===== src/rtl/uart_loopback_ctrl.sv =====
// UART loopback controller: echoes received bytes through a small FIFO or emits an
// incrementing byte stream, with a retriggerable display hold. Optional: UART_LOOPBACK_STATS_EN.
module uart_loopback_ctrl #(
    parameter int UART_WIDTH    = 8,
    parameter int FIFO_DEPTH    = 4,
    parameter int SHOW_CYCLES   = 2**26,
    parameter int TX_GAP_CYCLES = 2**26,
    parameter int GEN_INIT      = 10
) (
    input  logic                          clk,
    input  logic                          rstN,
    input  logic                          mode,
    input  logic                          clr,
    input  logic                          rx_new_byte,
    input  logic [UART_WIDTH-1:0]         rx_byte,
    input  logic                          tx_ready,
    output logic                          tx_start,
    output logic [UART_WIDTH-1:0]         tx_byte,
    output logic [UART_WIDTH-1:0]         disp_byte,
    output logic                          disp_show,
    output logic [$clog2(FIFO_DEPTH):0]   fifo_count,
    output logic                          overflow,
    output logic [15:0]                   drop_count,
    output logic [1:0]                    state
);

    localparam int PTR_W  = $clog2(FIFO_DEPTH);
    localparam int CNT_W  = PTR_W + 1;
    localparam int SHOW_W = $clog2(SHOW_CYCLES + 1);
    localparam int GAP_W  = (TX_GAP_CYCLES > 1) ? $clog2(TX_GAP_CYCLES) : 1;

    typedef enum logic [1:0] {
        ST_IDLE  = 2'd0,
        ST_START = 2'd1,
        ST_GAP   = 2'd2
    } state_t;

    state_t                  r_state;
    logic                    r_tx_start;
    logic [UART_WIDTH-1:0]   r_tx_byte;
    logic [UART_WIDTH-1:0]   r_gen;
    logic                    r_src_echo;
    logic [GAP_W-1:0]        r_gap_cnt;
    logic                    r_run;

    logic [UART_WIDTH-1:0]   r_mem [FIFO_DEPTH];
    logic [PTR_W-1:0]        r_wr_ptr;
    logic [PTR_W-1:0]        r_rd_ptr;
    logic [CNT_W-1:0]        r_count;

    logic [UART_WIDTH-1:0]   r_disp_byte;
    logic [SHOW_W-1:0]       r_show_cnt;
    logic                    r_overflow;

    logic                    w_push_req;
    logic                    w_pop;
    logic                    w_full;
    logic                    w_push;
    logic                    w_drop;
    logic                    w_avail;

    // The head entry leaves the FIFO at the end of START, so a push arriving in
    // that same cycle can take its slot even when the FIFO is full.
    assign w_push_req = rx_new_byte & ~mode;
    assign w_pop      = (r_state == ST_START) & r_src_echo;
    assign w_full     = (r_count == CNT_W'(FIFO_DEPTH));
    assign w_push     = w_push_req & (~w_full | w_pop);
    assign w_drop     = w_push_req & ~w_push;
    assign w_avail    = mode | (r_count != '0);

    always_ff @(posedge clk or negedge rstN) begin
        if (!rstN) begin
            r_state    <= ST_IDLE;
            r_tx_start <= 1'b0;
            r_tx_byte  <= '0;
            r_gen      <= UART_WIDTH'(GEN_INIT);
            r_src_echo <= 1'b0;
            r_gap_cnt  <= '0;
            r_run      <= 1'b0;
        end else begin
            // r_run holds off transmission for the first clock after reset release.
            r_run      <= 1'b1;
            r_tx_start <= 1'b0;
            case (r_state)
                ST_IDLE: begin
                    if (r_run && tx_ready && w_avail) begin
                        r_state    <= ST_START;
                        r_tx_start <= 1'b1;
                        r_src_echo <= ~mode;
                        if (mode) begin
                            r_tx_byte <= r_gen;
                            r_gen     <= r_gen + 1'b1;
                        end else begin
                            r_tx_byte <= r_mem[r_rd_ptr];
                        end
                    end
                end
                ST_START: begin
                    r_state   <= ST_GAP;
                    r_gap_cnt <= '0;
                end
                ST_GAP: begin
                    if (r_gap_cnt == GAP_W'(TX_GAP_CYCLES - 1)) begin
                        r_state <= ST_IDLE;
                    end else begin
                        r_gap_cnt <= r_gap_cnt + 1'b1;
                    end
                end
                default: r_state <= ST_IDLE;
            endcase
        end
    end

    always_ff @(posedge clk) begin
        if (w_push) begin
            r_mem[r_wr_ptr] <= rx_byte;
        end
    end

    always_ff @(posedge clk or negedge rstN) begin
        if (!rstN) begin
            r_wr_ptr <= '0;
            r_rd_ptr <= '0;
            r_count  <= '0;
        end else begin
            if (w_push) begin
                r_wr_ptr <= r_wr_ptr + 1'b1;
            end
            if (w_pop) begin
                r_rd_ptr <= r_rd_ptr + 1'b1;
            end
            case ({w_push, w_pop})
                2'b10:   r_count <= r_count + 1'b1;
                2'b01:   r_count <= r_count - 1'b1;
                default: r_count <= r_count;
            endcase
        end
    end

    always_ff @(posedge clk or negedge rstN) begin
        if (!rstN) begin
            r_disp_byte <= '0;
            r_show_cnt  <= '0;
        end else if (rx_new_byte) begin
            r_disp_byte <= rx_byte;
            r_show_cnt  <= SHOW_W'(SHOW_CYCLES);
        end else if (r_show_cnt != '0) begin
            r_show_cnt <= r_show_cnt - 1'b1;
        end
    end

    always_ff @(posedge clk or negedge rstN) begin
        if (!rstN) begin
            r_overflow <= 1'b0;
        end else if (clr) begin
            r_overflow <= 1'b0;
        end else if (w_drop) begin
            r_overflow <= 1'b1;
        end
    end

`ifdef UART_LOOPBACK_STATS_EN
    logic [15:0] r_drop_cnt;

    always_ff @(posedge clk or negedge rstN) begin
        if (!rstN) begin
            r_drop_cnt <= '0;
        end else if (clr) begin
            r_drop_cnt <= '0;
        end else if (w_drop && (r_drop_cnt != 16'hFFFF)) begin
            r_drop_cnt <= r_drop_cnt + 16'd1;
        end
    end

    assign drop_count = r_drop_cnt;
`else
    assign drop_count = '0;
`endif

    assign tx_start   = r_tx_start;
    assign tx_byte    = r_tx_byte;
    assign disp_byte  = r_disp_byte;
    assign disp_show  = (r_show_cnt != '0);
    assign fifo_count = r_count;
    assign overflow   = r_overflow;
    assign state      = r_state;

endmodule


===== config.mk =====
export PLATFORM = sky130hd
export DESIGN_NAME = uart_loopback_ctrl
export DESIGN_NICKNAME = d
export VERILOG_FILES = /design/src/rtl/uart_loopback_ctrl.sv
export SDC_FILE = /design/constraint.sdc
export NUM_CORES = 1
export LEC_CHECK = 0
export ABC_AREA = 0
export ABC_CLOCK_PERIOD_IN_PS = 2900
export CORE_MARGIN = 3
export CORE_UTILIZATION = 40
export CTS_CLUSTER_DIAMETER = 200
export DETAILED_ROUTE_END_ITERATION = 16
export PLACE_DENSITY_LB_ADDON = 0.25
export SLEW_MARGIN = 30
export SYNTH_ARGS = -nofsm -noshare
export SYNTH_HDL_FRONTEND = slang
export SYNTH_SLANG_ARGS = --single-unit

===== constraint.sdc =====
create_clock -name clk -period 2.9 [get_ports clk]
set_input_delay 0.435 -clock clk [delete_from_list [all_inputs] [get_ports clk]]
set_output_delay 0.435 -clock clk [all_outputs]
set_load 0.01 [all_outputs]

# Word level (Yosys, flattened, before mapping)

Memory sizes are Yosys's and may differ from the RTL's.
Index checks and enable logic that the tools add are counted.

Add/subtract/negate cells: 7
Equal/unequal tests: 9
Mux-type cells: 15
Bitwise gates (word level): 9
Reduce and logical (&&, ||, !) cells: 13

Operators with widths:

| kind                                                                  | number |
|---|---|
| 27-bit 2-to-1 mux                                                     | 2 |
| 26-bit one-hot mux with 2 select lines                                | 1 |
| 27-bit nonzero test                                                   | 1 |
| 27-bit by 1-bit subtractor with 27-bit output (second input constant) | 1 |
| 26-bit by 1-bit adder with 26-bit output (second input constant)      | 1 |
| 26-bit == test (second input constant)                                | 1 |
| 26-bit 2-to-1 mux                                                     | 1 |
| 8-bit by 1-bit adder with 8-bit output (second input constant)        | 1 |
| 8-bit 2-to-1 mux                                                      | 1 |
| 2-bit nonzero test                                                    | 4 |
| 1-bit 2-to-1 mux                                                      | 6 |
| 2-bit inequality test (second input constant)                         | 3 |
| 2-bit one-hot mux with 3 select lines                                 | 1 |
| 3-bit one-hot mux with 2 select lines                                 | 1 |
| 2-bit AND reduction                                                   | 3 |
| 2-bit by 1-bit adder with 2-bit output (second input constant)        | 2 |
| 1-bit bitwise AND                                                     | 4 |
| 2-bit by 1-bit == test with 1-bit output (second input constant)      | 2 |
| 2-bit == test (second input constant)                                 | 2 |
| 2-bit 2-to-1 mux                                                      | 2 |
| 3-bit by 1-bit adder with 3-bit output (second input constant)        | 1 |
| 3-bit == test (second input constant)                                 | 1 |
| 1-bit NOT                                                             | 3 |
| 3-bit AND reduction                                                   | 1 |
| 5 further kinds                                                       | 7 |

Register bits after elaboration: 90
RAM bits: 32
Input bits: 14
Output and inout bits: 40
Logic and storage cells: 67
Memories: 1

Memory list:

| name  | words | width | read ports | clocked after Yosys merged registers in | wr ports | RTL line | RTL |
|---|---|---|---|---|---|---|---|
| r_mem | 4     | 8     | 1          | 0                                       | 1        | 46       | `logic [UART_WIDTH-1:0] r_mem [FIFO_DEPTH];` |

# Longest topological paths before layout

Word-level depth: 8
Depth in mapped cells: 8
Mapped depth without buffers: 7

# Worst setup path after synthesis

No wires, ideal clock.

Path kind: flip-flop to flip-flop
From: reg r_show_cnt[0]
To: reg r_show_cnt[26]
Library setup time: 0.118 ns
Arrival time: 2.235 ns
Required time: 2.782 ns
Slack: 0.547 ns
Stages on the path, launching flop included: 9
Buffers on the path: 1
Clock period less this slack: 2.353 ns
Cell sequence: dfrtp_1 > inv_1 > ha_1 > or4b_1 > buf_2 > nor4_4 > nand4_2 > or3_1 > a21o_1

Word-level cells in the longest chain between the ends: 3
Elaborated cells on any way between the ends: 5
Those cells by class: 1 x add/sub; 2 x mux; 2 x reduce/logical

RTL lines:

| element                                       | RTL line | RTL |
|---|---|---|
| start, declared                               | 52       | `logic [SHOW_W-1:0] r_show_cnt;` |
| start signal, assigned                        | 146      | `r_show_cnt <= SHOW_W'(SHOW_CYCLES);` |
| start signal, assigned                        | 148      | `r_show_cnt <= r_show_cnt - 1'b1;` |
| 27-bit by 1-bit subtractor with 27-bit output | 148      |  |
| 27-bit 2-to-1 mux                             | 147      | `end else if (r_show_cnt != '0) begin` |
| 27-bit 2-to-1 mux                             | 144      | `end else if (rx_new_byte) begin` |

Several ways; a longest one is shown, not always the timed one. The select of a mux whose other input is x is not followed.
A chain may end at the register's enable or synchronous reset.

# Worst setup path after layout

From: reg r_show_cnt[0]
To: out disp_show

Word-level cells in the longest chain between the ends: 1

RTL lines:

| element             | RTL line | RTL |
|---|---|---|
| 27-bit nonzero test | 183      | `assign disp_show = (r_show_cnt != '0);` |
| end, declared       | 20       | `output logic disp_show,` |

Every way passes these cells.

==> out/qor.csv <==
metric,value,unit
std cell rows,43,
CP startpoint,r_show_cnt[0],
number of distinct library cells after synthesis,52,
top-count cell post-synth,dfrtp_1,
via/cell ratio,5.295,
fill cell count,1232,
Via Count,3945,
grt met3 use,4.623,%
Mapped Cells,501,
H-tree levels,4,
clk sinks,122,
GRT busiest layer,met2,
Post-Route WL,11370,um
"Power, Total",6.753,mW
Initial Util,41.20,%
met2 Usage GRT,22.15,%
mean routed wirelength per cell,15.26,um
most instantiated cells after synthesis,"88 x dfrtp_1, 44 x nor2_1, 35 x nand2_1, 32 x edfxtp_1, 26 x a21oi_1",
#FFs+latches synth,122,
largest fanout on the critical path,5,
setup TNS,0,ps
RSZ-0062 raised after global routing,no,
Tightest Pin Transition,777.3,ps
P&R area growth vs syn,20.40,%
max-cap violation count,0,
Final setup viols,0,
DR iter-0 viols,306,
layout cells sized above 1,12.57,%
CTS max path bufs,2,
Leakage,2.809,nW
first-pass GRT wire length,19460,um
FF/Latch Area,0.003216,mm^2
fraction of registers with async set/reset,73.77,%
Crit path max-delay family,simple AND/OR/NAND/NOR gates,
Total GRT Usage,15.30,%
port bufs,37,
fin cells,745,
largest net degree at the start of global routing,50,
post-route ant nets,0,
die height,125.8,um
Post-synth EDFFs,32,
RePlAce Congestion,0.7879,
CP required,2470,ps
Most used DFF post-synth,dfrtp_1,
crit path cell chain,inv_1 -> ha_1 -> or4b_4 -> nor4_4 -> nand2_1 -> dlygate4sd2_1,
Worst path max stage delay,530,ps
min cycle time layout,2735,ps
vias in the first global route,3898,
VDD IR max,0.0006026,V
post-synthesis sequential area ratio,56.00,%
"Slowest-stage cell, CP",or4b_4,
Hold Path Class,input pin to asynchronous set/reset pin,
WP data arrival,2300,ps
# IOs,54,
"area leader, netlist",dfrtp_1,
Final nets,574,
CTS tree,built,
total grt overflow,0,
Synth top area share,38.35,%
CP Class,register to output pin,
PD cells,976.8,mW/mm^2
Max Fclk,0.3657,GHz
Layout Skew,7.033,ps
core footprint,0.01393,mm^2
Slew HR,47.70,%
Num CTS Buffers,17,
Root Buffer,clkbuf_16,
n_diodes,0,
clock latency on the worst-skew pair,410,ps
Setup crit end kind,output pin,
clk slew on worst S/H paths,50,ps
Fin. Hold Viols,0,
HPWL Detailed,7716,um
Multi-input gate area,0.002362,mm^2
post-placement cell count,713,
max-slew violations,0,
RR Startpoint,r_show_cnt[7],
Area contributors post-synth,"dfrtp_1 38%, edfxtp_1 17%, mux2i_1 3.1%",
Synth Area per Inst,11.46,um^2
Startpoint Class,register,
Worst Path Buf+Inv,2,
Die X-Extent,125.8,um
post-CTS setup repair buffer count,0,
die area,0.01583,mm^2
fin crit share,94.30,%
Mapped Area,0.005742,mm^2
Synth warnings,0,
Pre-antenna DRT Iters,5,
status,completed,
initial antenna violation count,0,
drt drc,0,
GRT met1 Usage,22.02,%
[cells in the final DEF (no fill, tap or decap), drive strengths merged, types with 3 or more instances in the layout]
cell,instances
o31ai,11
nand2,35
mux4,8
or4,6
inv,10
ha,7
nor3,14
bufinv,3
clkbuf,20
a31oi,4
and3,5
nand4,17
edfxtp,32
nor4,11
nor2,44
buf,14
o21ai,15
and4,5
or3,7
a21oi,26
o211ai,11
and2,8
xor2,9
xnor2,18
nor2b,4
clkinv,8
dfrtp,88
mux2i,18
nand3,18
a211oi,4
nand2b,5
conb,17
mux2,10
clkdlybuf4s50,35
[stage by stage]
| step | util (%) | setup WS, ps | instance area (um^2) | hold WS, ps |
|---|---|---|---|---|
| final | 49.61 | 165.4 | 6913 | 5.418 |
| after global routing | 49.61 | 51.49 | 6913 | 44.29 |
| after CTS | 49.59 | 141.3 | 6910 | 19.97 |
| after detailed placement | 45.30 | 327.9 | 6312 | 461.1 |
| after global placement | 45.30 | 362.7 | 6312 | 460.5 |
| after floorplan | - | 547.0 | 5798 | 139.4 |
[layout make-up]
cell class | instances | area share [%]
multi-input combinational | 351 | 34.17
clock inverter | 12 | 2.154
clock buffer | 20 | 6.462
inverter | 10 | 0.5430
timing repair buffer | 50 | 6.896
tap | 180 | 3.258
sequential | 122 | 46.52
[path summary, 6_finish.rpt]
check,to,cells after the start,slack (ps)
max,disp_show,6,170
min,r_gen[2],1,5
max reg2reg,r_show_cnt[21],5,310
min reg2reg,r_gap_cnt[19],1,480
max in group asynchronous,r_show_cnt[22],2,2240
min in group clk,r_gap_cnt[19],1,480
[cell families (layout without fill, tap and decap cells)]
family                   Yosys count  after routing  synth area share, %
other                              2             17               0.1308
adder cells (fa/ha/maj)            8              8                1.874
flip-flops                       122            122                56.00
AND/OR/NAND/NOR                  182            182                16.82
multiplexers                      36             36                8.237
AO/OA/AOI/OAI                     81             81                8.869
buffers and inverters             43             92                3.944
XOR/XNOR                          27             27                4.119
[state kept, by name, summed over array words and instances (netlist names)]
signal and flops:
r_mem 32, r_show_cnt 27, r_gap_cnt 26, disp_byte 8, r_gen 8, tx_byte 8, fifo_count 3, r_rd_ptr 2
r_wr_ptr 2, state 2, overflow 1, r_run 1, r_src_echo 1, tx_start 1
[per-layer routing]
layer / wire length (um) / part of all wire, % / up-vias
met4: 123 / 1.1 / 0
met1: 5598 / 49 / 1938
met2: 5113 / 45 / 80
met3: 530 / 4.7 / 9
li1: - / - / 1918
met5: 0 / 0 / -
[report_power, final]
part           internal, mW  switching (mW)
clock network          1.37           0.749
logic                 0.951            1.08
registers              2.17           0.434
total                  4.49            2.26
[repair_timing]
| item | CTS | global route |
|---|---|---|
| gates resized for setup | 2 | 0 |
| endpoints found under the setup margin | 1 | 0 |
| hold endpoints to repair | 0 | 0 |
| hold buffers | 0 | 0 |
No activity file was read; power rests on OpenSTA's default activity.
